===== config.mk =====
export PLATFORM = sky130hd
export DESIGN_NAME = if_fetch_unit
export DESIGN_NICKNAME = d
export VERILOG_FILES = /design/src/rtl/if_fetch_unit.sv
export SDC_FILE = /design/constraint.sdc
export NUM_CORES = 1
export LEC_CHECK = 0
export ABC_AREA = 1
export CAP_MARGIN = 20
export CORE_MARGIN = 4
export CORE_UTILIZATION = 29
export DETAILED_ROUTE_END_ITERATION = 7
export GPL_TIMING_DRIVEN = 1
export PLACE_DENSITY = 0.55
export SETUP_SLACK_MARGIN = 0.5
export SLEW_MARGIN = 30
export SYNTH_ARGS = -nofsm -noshare
export SYNTH_HDL_FRONTEND = slang
export SYNTH_SLANG_ARGS = --single-unit

===== constraint.sdc =====
create_clock -name clk -period 2.6 [get_ports clk]
set_clock_uncertainty 0.05 [all_clocks]
set_input_delay 0.52 -clock clk [delete_from_list [all_inputs] [get_ports clk]]
set_output_delay 0.52 -clock clk [all_outputs]
set_load 0.1 [all_outputs]

===== src/rtl/if_fetch_unit.sv =====
// Instruction-fetch stage: owns the PC, runs a req/ready handshake to instruction
// memory and feeds the IF/ID register, inserting bubbles and flush pulses as needed.
module if_fetch_unit #(
    parameter logic [31:0] RESET_PC = 32'h0000_0000
) (
    input  logic        clk,
    input  logic        rst_n,
    output logic        imem_req,
    output logic [31:0] imem_addr,
    input  logic        imem_ready,
    input  logic [31:0] imem_rdata,
    input  logic        stall,
    input  logic        branch_taken,
    input  logic [31:0] branch_target,
    output logic [31:0] instruction,
    output logic [31:0] PCplus4,
    output logic        instr_valid,
    output logic        IF_Flush
);

    localparam logic [1:0] S_IDLE  = 2'd0;
    localparam logic [1:0] S_FETCH = 2'd1;
    localparam logic [1:0] S_HOLD  = 2'd2;
    localparam logic [1:0] S_DRAIN = 2'd3;

    logic [1:0]  state_reg, state_next;
    logic [31:0] pc_reg, pc_next;
    logic [31:0] instr_reg, instr_next;
    logic [31:0] pcplus4_reg, pcplus4_next;
    logic        valid_reg, valid_next;
    logic        flush_reg, flush_next;
    logic        req_reg, req_next;
    logic [31:0] hold_buf_reg, hold_buf_next;
    logic [31:0] redirect_pc_reg, redirect_pc_next;

    logic [31:0] target_aligned;
    logic [31:0] pc_plus4;

    assign target_aligned = branch_target & 32'hFFFF_FFFC;
    assign pc_plus4       = pc_reg + 32'd4;

    always_comb begin
        state_next       = state_reg;
        pc_next          = pc_reg;
        instr_next       = instr_reg;
        pcplus4_next     = pcplus4_reg;
        valid_next       = valid_reg;
        flush_next       = 1'b0;
        hold_buf_next    = hold_buf_reg;
        redirect_pc_next = redirect_pc_reg;

        case (state_reg)
            S_IDLE: begin
                state_next = S_FETCH;
                if (branch_taken) begin
                    pc_next    = target_aligned;
                    flush_next = 1'b1;
                    instr_next = 32'h0;
                    valid_next = 1'b0;
                end
            end
            S_FETCH: begin
                if (branch_taken) begin
                    flush_next = 1'b1;
                    instr_next = 32'h0;
                    valid_next = 1'b0;
                    if (imem_ready) begin
                        pc_next = target_aligned;
                    end else begin
                        // The outstanding request must complete at the old address first.
                        redirect_pc_next = target_aligned;
                        state_next       = S_DRAIN;
                    end
                end else if (imem_ready) begin
                    if (stall) begin
                        hold_buf_next = imem_rdata;
                        state_next    = S_HOLD;
                    end else begin
                        instr_next   = imem_rdata;
                        pcplus4_next = pc_plus4;
                        valid_next   = 1'b1;
                        pc_next      = pc_plus4;
                    end
                end else if (!stall) begin
                    instr_next = 32'h0;
                    valid_next = 1'b0;
                end
            end
            S_HOLD: begin
                if (branch_taken) begin
                    pc_next    = target_aligned;
                    flush_next = 1'b1;
                    instr_next = 32'h0;
                    valid_next = 1'b0;
                    state_next = S_FETCH;
                end else if (!stall) begin
                    instr_next   = hold_buf_reg;
                    pcplus4_next = pc_plus4;
                    valid_next   = 1'b1;
                    pc_next      = pc_plus4;
                    state_next   = S_FETCH;
                end
            end
            S_DRAIN: begin
                instr_next = 32'h0;
                valid_next = 1'b0;
                if (branch_taken) begin
                    redirect_pc_next = target_aligned;
                    flush_next       = 1'b1;
                end
                if (imem_ready) begin
                    pc_next    = branch_taken ? target_aligned : redirect_pc_reg;
                    state_next = S_FETCH;
                end
            end
            default: state_next = S_IDLE;
        endcase

        req_next = (state_next == S_FETCH) || (state_next == S_DRAIN);
    end

    always_ff @(posedge clk) begin
        if (!rst_n) begin
            state_reg       <= S_IDLE;
            pc_reg          <= RESET_PC;
            instr_reg       <= 32'h0;
            pcplus4_reg     <= 32'h0;
            valid_reg       <= 1'b0;
            flush_reg       <= 1'b0;
            req_reg         <= 1'b0;
            hold_buf_reg    <= 32'h0;
            redirect_pc_reg <= 32'h0;
        end else begin
            state_reg       <= state_next;
            pc_reg          <= pc_next;
            instr_reg       <= instr_next;
            pcplus4_reg     <= pcplus4_next;
            valid_reg       <= valid_next;
            flush_reg       <= flush_next;
            req_reg         <= req_next;
            hold_buf_reg    <= hold_buf_next;
            redirect_pc_reg <= redirect_pc_next;
        end
    end

    assign imem_req    = req_reg;
    assign imem_addr   = pc_reg;
    assign instruction = instr_reg;
    assign PCplus4     = pcplus4_reg;
    assign instr_valid = valid_reg;
    assign IF_Flush    = flush_reg;

endmodule


==> impl_metrics.ini, run 1 <==
[run_status]
status = finished clean

[sta]
worst_slew_pin_slew_ns = 0.587
rsz0062_at_grt = yes
fin_crit_sh_pct = 76.4
slew_viol_final = 0
setup_viol = 0
setup-tns-final_ns = 0
fmax_ghz = 0.504
hold_violations = 0
slew_headroom_pct = 60.8
timing.final.crit_period_ns = 1.99

[die]
io_pins = 168
num_rows = 62
die_w_um = 179
chipHeight_um = 179
core_area_sq_um = 28800
die_area_sq_um = 32100
start_util_pct = 29.5

[final_layout]
nNetsFinal = 1486
fillers = 3055
area_delta_synth_final_pct = 29.9
fin_util_pct = 38.3
drive_gt1_share_pct = 15.3
diodes = 0

[cts]
tritoncts = built
clock_latency_ns = 0.44
numCtsBuffers = 17
cts_hold_buf = 0
clock_path_buffers = 2
h-tree-depth = 4
cts_sinks = 164
cts.reportedPaths.clkPinSlew_ns = 0.07
clockRootBuffer = clkbuf_16

[synthesis]
ys_ff_latch = 164
synth_area_sq_um = 8490
syn_avg_cell_area_sq_um = 6.64
synth.net_count = 1354
ys.flop_type = dfxtp_1
ys_async_sr_fraction_pct = 0
synthMuxAreaShare_pct = 0
synth.most_common_cell = nand2_1
ys_seq_area_share_pct = 38.7
synth_common_cells = nand2_1 (344), nor2_1 (189), a21oi_1 (175)
synth_cells = 1278
synth-simple-area-share_pct = 28.5
yosysTopAreaCell = dfxtp_1
yosys.area_share.adder_pct = 1.03
synth_xor_xnor_area_share_pct = 0.928
synth_compound_area_share_pct = 23.2
synth_top_family_by_area = simple AND/OR/NAND/NOR gates
ys_warn_count = 0
synthTopCellsByArea = dfxtp_1 (39%), nand2_1 (15%), a21oi_1 (10%)
synth_edf_count = 0
synth.distinct_cells = 37
synth_top_cell_area_share_pct = 38.7

[critical_path]
ff2ff_setup_slack_ns = 0.61
crit_top_cell = inv_2
path_delay_family = buffers and inverters
crit_path_max_fanout = 30
cp.arrival_ns = 2.29
worstPathRequired_ns = 2.91
critical_path.startpoint_type = register
r2r_start = state_reg[1]
path_buf_inv = 5
slowest_stage = dfxtp_1
critPathCaptureType = register
critPathKind = reg2reg
max_stage_delay_ns = 0.33
worstReg2RegEnd = redirect_pc_reg[16]
cp_cell_sequence = inv_1 -> ha_2 -> inv_2 -> nor2_1 -> inv_2 -> nor2_1 -> a21oi_2 -> inv_2 -> buf_12 -> o21ai_0 -> a21oi_1
reg2reg_depth = 11

[worst_hold_path]
min-delay-start = redirect_pc_reg[1]
min_to = redirect_pc_reg[1]
hold_class = reg2reg
worstHoldPathCells = 2

[placement]
io_buffers = 165
place_hpwl_um = 20700
place.gp.congestion = 0.851

[power_and_ir_drop]
peakVddDrop_v = 0.000388
powerDensity_nw_per_um2 = 673
p_leak_nw = 4.55
total_power_w = 0.00742

[global_route]
grt_pass1_vias = 8540
grt_usage_pct = 18.6
top_usage_layer = met2
antenna_found_initial = 3
grt_pass1_wl_um = 46600
grt_remaining_overflow = 0
use_met2_pct = 31.6
use_met1_pct = 22.4
use_met3_pct = 6.39
grt_max_degree = 62

[drt]
viasPerCell = 4.94
drc_errors = 0
wl_per_cell_um = 16.9
vias = 8923
drt_iter0_drc = 646
postRouteAntennaNets = 0
first_pass_iters = 5
wirelength_um = 30500

[flow_run]
maxCapViolCount = 0
-- cells in the final DEF, fill, tap and decap left out, types with 19 or more instances in the layout --
cell type / netlist / layout
clkdlybuf4s50_1: 0 / 64
buf_4: 5 / 115
nor2_1: 189 / 189
a21oi_1: 175 / 174
dfxtp_1: 164 / 147
inv_1: 61 / 60
clkbuf_16: 0 / 19
o21ai_0: 116 / 116
nand2_1: 344 / 344
a32o_1: 30 / 30
nand3_1: 24 / 24
-- stage by stage --
step | hold slack, ns | worst slack (ns) | instances | instance area [sq um]
floorplan | 0.391 | 0.490 | 1278 | 8520
global placement | 0.399 | 0.148 | 1770 | 10400
detailed placement | 0.403 | 0.123 | 1770 | 10400
CTS | 0.414 | 0.515 | 1801 | 10900
global route | 0.435 | 0.480 | 1806 | 11000
finish | 0.414 | 0.615 | 1806 | 11000
-- cell families (layout without fill, tap and decap cells) --
logic type,after synthesis,count (layout)
DFF,164,164
buffers and inverters,156,300
and+or+nand+nor,592,592
AOI/OAI and AO/OA,350,350
adders and majority gates,7,7
xor gates and xnor gates,9,9
-- power by group --
part	leakage, nW	total [W]	internal, W	switching, W
Sequential	1.34	0.00283	0.00267	0.000161
Clock	0.274	0.00254	0.00135	0.00120
Combinational	2.93	0.00205	0.000548	0.00150
Total	4.55	0.00742	0.00457	0.00286
-- timing repair --
action / in CTS / in global routing
hold endpoints to repair: 0 / 0
buffers inserted: 0 / 3
setup endpoints to repair: 0 / 108
gates resized for setup: 0 / 7
-- how the worst max path moves through the flow --
stage               cells after the start    startpoint                   to
floorplan                              10  state_reg[0]        imem_addr[19]
global placement                        8  branch_taken     hold_buf_reg[21]
detailed placement                      8  branch_taken     hold_buf_reg[21]
CTS                                    11  state_reg[1]   redirect_pc_reg[9]
global route                           11  state_reg[1]  redirect_pc_reg[18]
finish                                 11  state_reg[1]  redirect_pc_reg[16]
-- cell type report --
type                            count  area [sq um]  area share, %
Clock buffer                       17           425           3.86
Clock inverter                     14           140           1.27
Inverter                           72           274           2.48
Multi-Input combinational cell    958          4580           41.5
Sequential cell                   164          3310           30.0
Tap cell                          384           480           4.36
Timing Repair Buffer              197          1830           16.5
-- worst min-delay path: cells and delay by family, from the launching register on --
kind,cells,cell delay (ns)
flops,1,0.31
simple gates,1,0.06
compound gates,1,0.05
-- metal layers --
layer,routed length (um),part of all wire [%]
met1,13100,43
met5,54,0.18
met3,2590,8.5
met2,14300,47
met4,522,1.7
Note: power is estimated with default switching activity, not from simulation.
==> inputs of run 2 (changes only) <==
--- a/config.mk
+++ b/config.mk
@@ -11,7 +11,7 @@
 export CORE_UTILIZATION = 29
 export DETAILED_ROUTE_END_ITERATION = 7
 export GPL_TIMING_DRIVEN = 1
-export PLACE_DENSITY = 0.55
+export PLACE_DENSITY = 0.57
 export SETUP_SLACK_MARGIN = 0.5
 export SLEW_MARGIN = 30
 export SYNTH_ARGS = -nofsm -noshare
==> constraint.sdc (replaced) <==
create_clock -name clk -period 1.8 [get_ports clk]
set_clock_uncertainty 0.05 [all_clocks]
set_input_delay 0.36 -clock clk [delete_from_list [all_inputs] [get_ports clk]]
set_output_delay 0.36 -clock clk [all_outputs]
set_load 0.1 [all_outputs]
==> impl_metrics.ini, run 2 (same netlist as run 1, synthesis figures left out) <==
[run_status]
status = finished, violations left
violations = setup timing

[die]
start_util_pct = 29.5
die_area_sq_um = 32100
die_w_um = 179
core_area_sq_um = 28800
io_pins = 168
chipHeight_um = 179
num_rows = 62

[final_layout]
area_delta_synth_final_pct = 76.6
final_common_cell = nand2_1
fillers = 2593
layout_common_cells = nand2_1 (301), nor2_1 (145), dfxtp_1 (134), buf_12 (119), a21oi_1 (115)
multiInputGateArea_sq_um = 5690
layout.cells.non_filler = 1944
drive_gt1_share_pct = 38.2
fin_util_pct = 52.1
seq_area_sq_um = 3340
nNetsFinal = 1622

[power_and_ir_drop]
pwr-share-seq_pct = 34.0
powerDensity_nw_per_um2 = 818
power.switching_w = 0.00479
p_clk_share_pct = 30.4
cell_internal_pwr_w = 0.00748
p_comb_share_pct = 35.6
p_leak_nw = 5.98
peakVddDrop_v = 0.000659
switching_share_pct = 39.0

[cts]
clockRootBuffer = clkbuf_16
clock_path_buffers = 2
clock_latency_ns = 0.44
numCtsBuffers = 17
tritoncts = built
cts_sinks = 164
cts_hold_buf = 0
cts.reportedPaths.clkPinSlew_ns = 0.07
h-tree-depth = 4

[placement]
io_buffers = 165
dp_cells = 1863
place_hpwl_um = 22700
place.gp.congestion = 0.873

[flow_run]
maxCapViolCount = 0

[critical_path]
worstPathRequired_ns = 2.07
critPathCaptureType = register
crit_path_max_fanout = 6
critical_path.startpoint_type = register
critPathKind = reg2reg
cp.arrival_ns = 2.10

[sta]
slew_viol_final = 0
slew_headroom_pct = 62.1
timing.final.crit_period_ns = 1.83
setup_viol = 8
setup_ws_ns = -0.0319
fin_crit_sh_pct = 102
rsz0062_at_grt = yes
hold_slack_ns = 0.231
worst_slew_pin_slew_ns = 0.569
hold_violations = 0
fmax_ghz = 0.546

[global_route]
grt_usage_pct = 19.9
grt_pass1_vias = 9256
grt_pass1_wl_um = 50100
antenna_found_initial = 2
grt_remaining_overflow = 0
grt_max_degree = 38

[drt]
postRouteAntennaNets = 0
drc_errors = 0
wl_per_cell_um = 17.8
first_pass_iters = 5
vias = 9826
viasPerCell = 5.05
wirelength_um = 34600
drt_iter0_drc = 638

[worst_hold_path]
hold_class = in2reg
run 2: area by class of cell:
class	instances	share of cell area [%]
multi-input cells	958	38.0
repair buffers	332	30.5
clock inverters	15	1.06
well taps	384	3.20
inverters	72	2.11
clock buffers	17	2.84
repair inverters	1	0.0584
flip-flops and latches	164	22.3
diodes	1	0.0167
run 2: path summary, 6_finish.rpt:
path	to	slack, ns	depth (start not counted)	startpoint
worst min register to register	redirect_pc_reg[0]	0.43	2	redirect_pc_reg[0]
worst min-delay path	imem_addr[7]	0.23	3	rst_n
worst max register to register	imem_addr[17]	-0.03	11	state_reg[1]
worst max-delay path	imem_addr[17]	-0.03	11	state_reg[1]
run 2: metrics by stage:
step	instance area (sq um)	TNS [ns]	worst slack, ns	total power (W)
after detailed placement	12400	-47.98	-0.369	0.00785
final	15000	-0.137	-0.0319	0.0123
after floorplan	8680	-9.71	-0.137	0.00626
after CTS	13800	-0.0290	-0.0102	0.0119
after global placement	12400	-43.06	-0.318	0.00782
after global routing	15000	-2.92	-0.105	0.0127
run 2: power by group through the flow:
stage               clock network [W]  registers, W  logic, W
floorplan                           0       0.00519   0.00108
global placement                    0       0.00422   0.00360
detailed placement                  0       0.00422   0.00362
CTS                           0.00377       0.00415   0.00398
global route                  0.00395       0.00420   0.00459
finish                        0.00372       0.00417   0.00437
run 2: worst max-delay path: stages, from the launching register on:
cell and delay, ns:
dfxtp_2 0.35, inv_2 0.06, buf_6 0.12, ha_4 0.28, inv_6 0.04, o211ai_4 0.26
buf_6 0.15, buf_6 0.10, buf_16 0.12, nor2_2 0.04, nand2_1 0.08, a21oi_2 0.05
run 2: per-layer routing:
metal | global-route usage [%] | share of wire (%) | vias up
met1 | 24.3 | 40 | 4632
li1 | - | - | 4779
met5 | 0 | 0.069 | -
met2 | 32.8 | 48 | 346
met4 | 6.76 | 3.1 | 4
met3 | 6.52 | 8.5 | 65
run 2: what timing repair did:
action                                  CTS  global route
gates resized for setup                 147           265
pin swaps                                30            69
buffers inserted                         14            12
hold endpoints to repair                  0             0
cloned                                    7            15
endpoints found under the setup margin  262           262
==> inputs of run 3 (changes only) <==
--- a/config.mk
+++ b/config.mk
@@ -11,6 +11,7 @@
 export CORE_UTILIZATION = 29
 export DETAILED_ROUTE_END_ITERATION = 7
 export GPL_TIMING_DRIVEN = 1
+export HOLD_SLACK_MARGIN = 0.12
 export PLACE_DENSITY = 0.57
 export SETUP_SLACK_MARGIN = 0.5
 export SLEW_MARGIN = 30
==> results of run 3 <==
The final DEF is identical to that of run 2; final timing and power are the same.
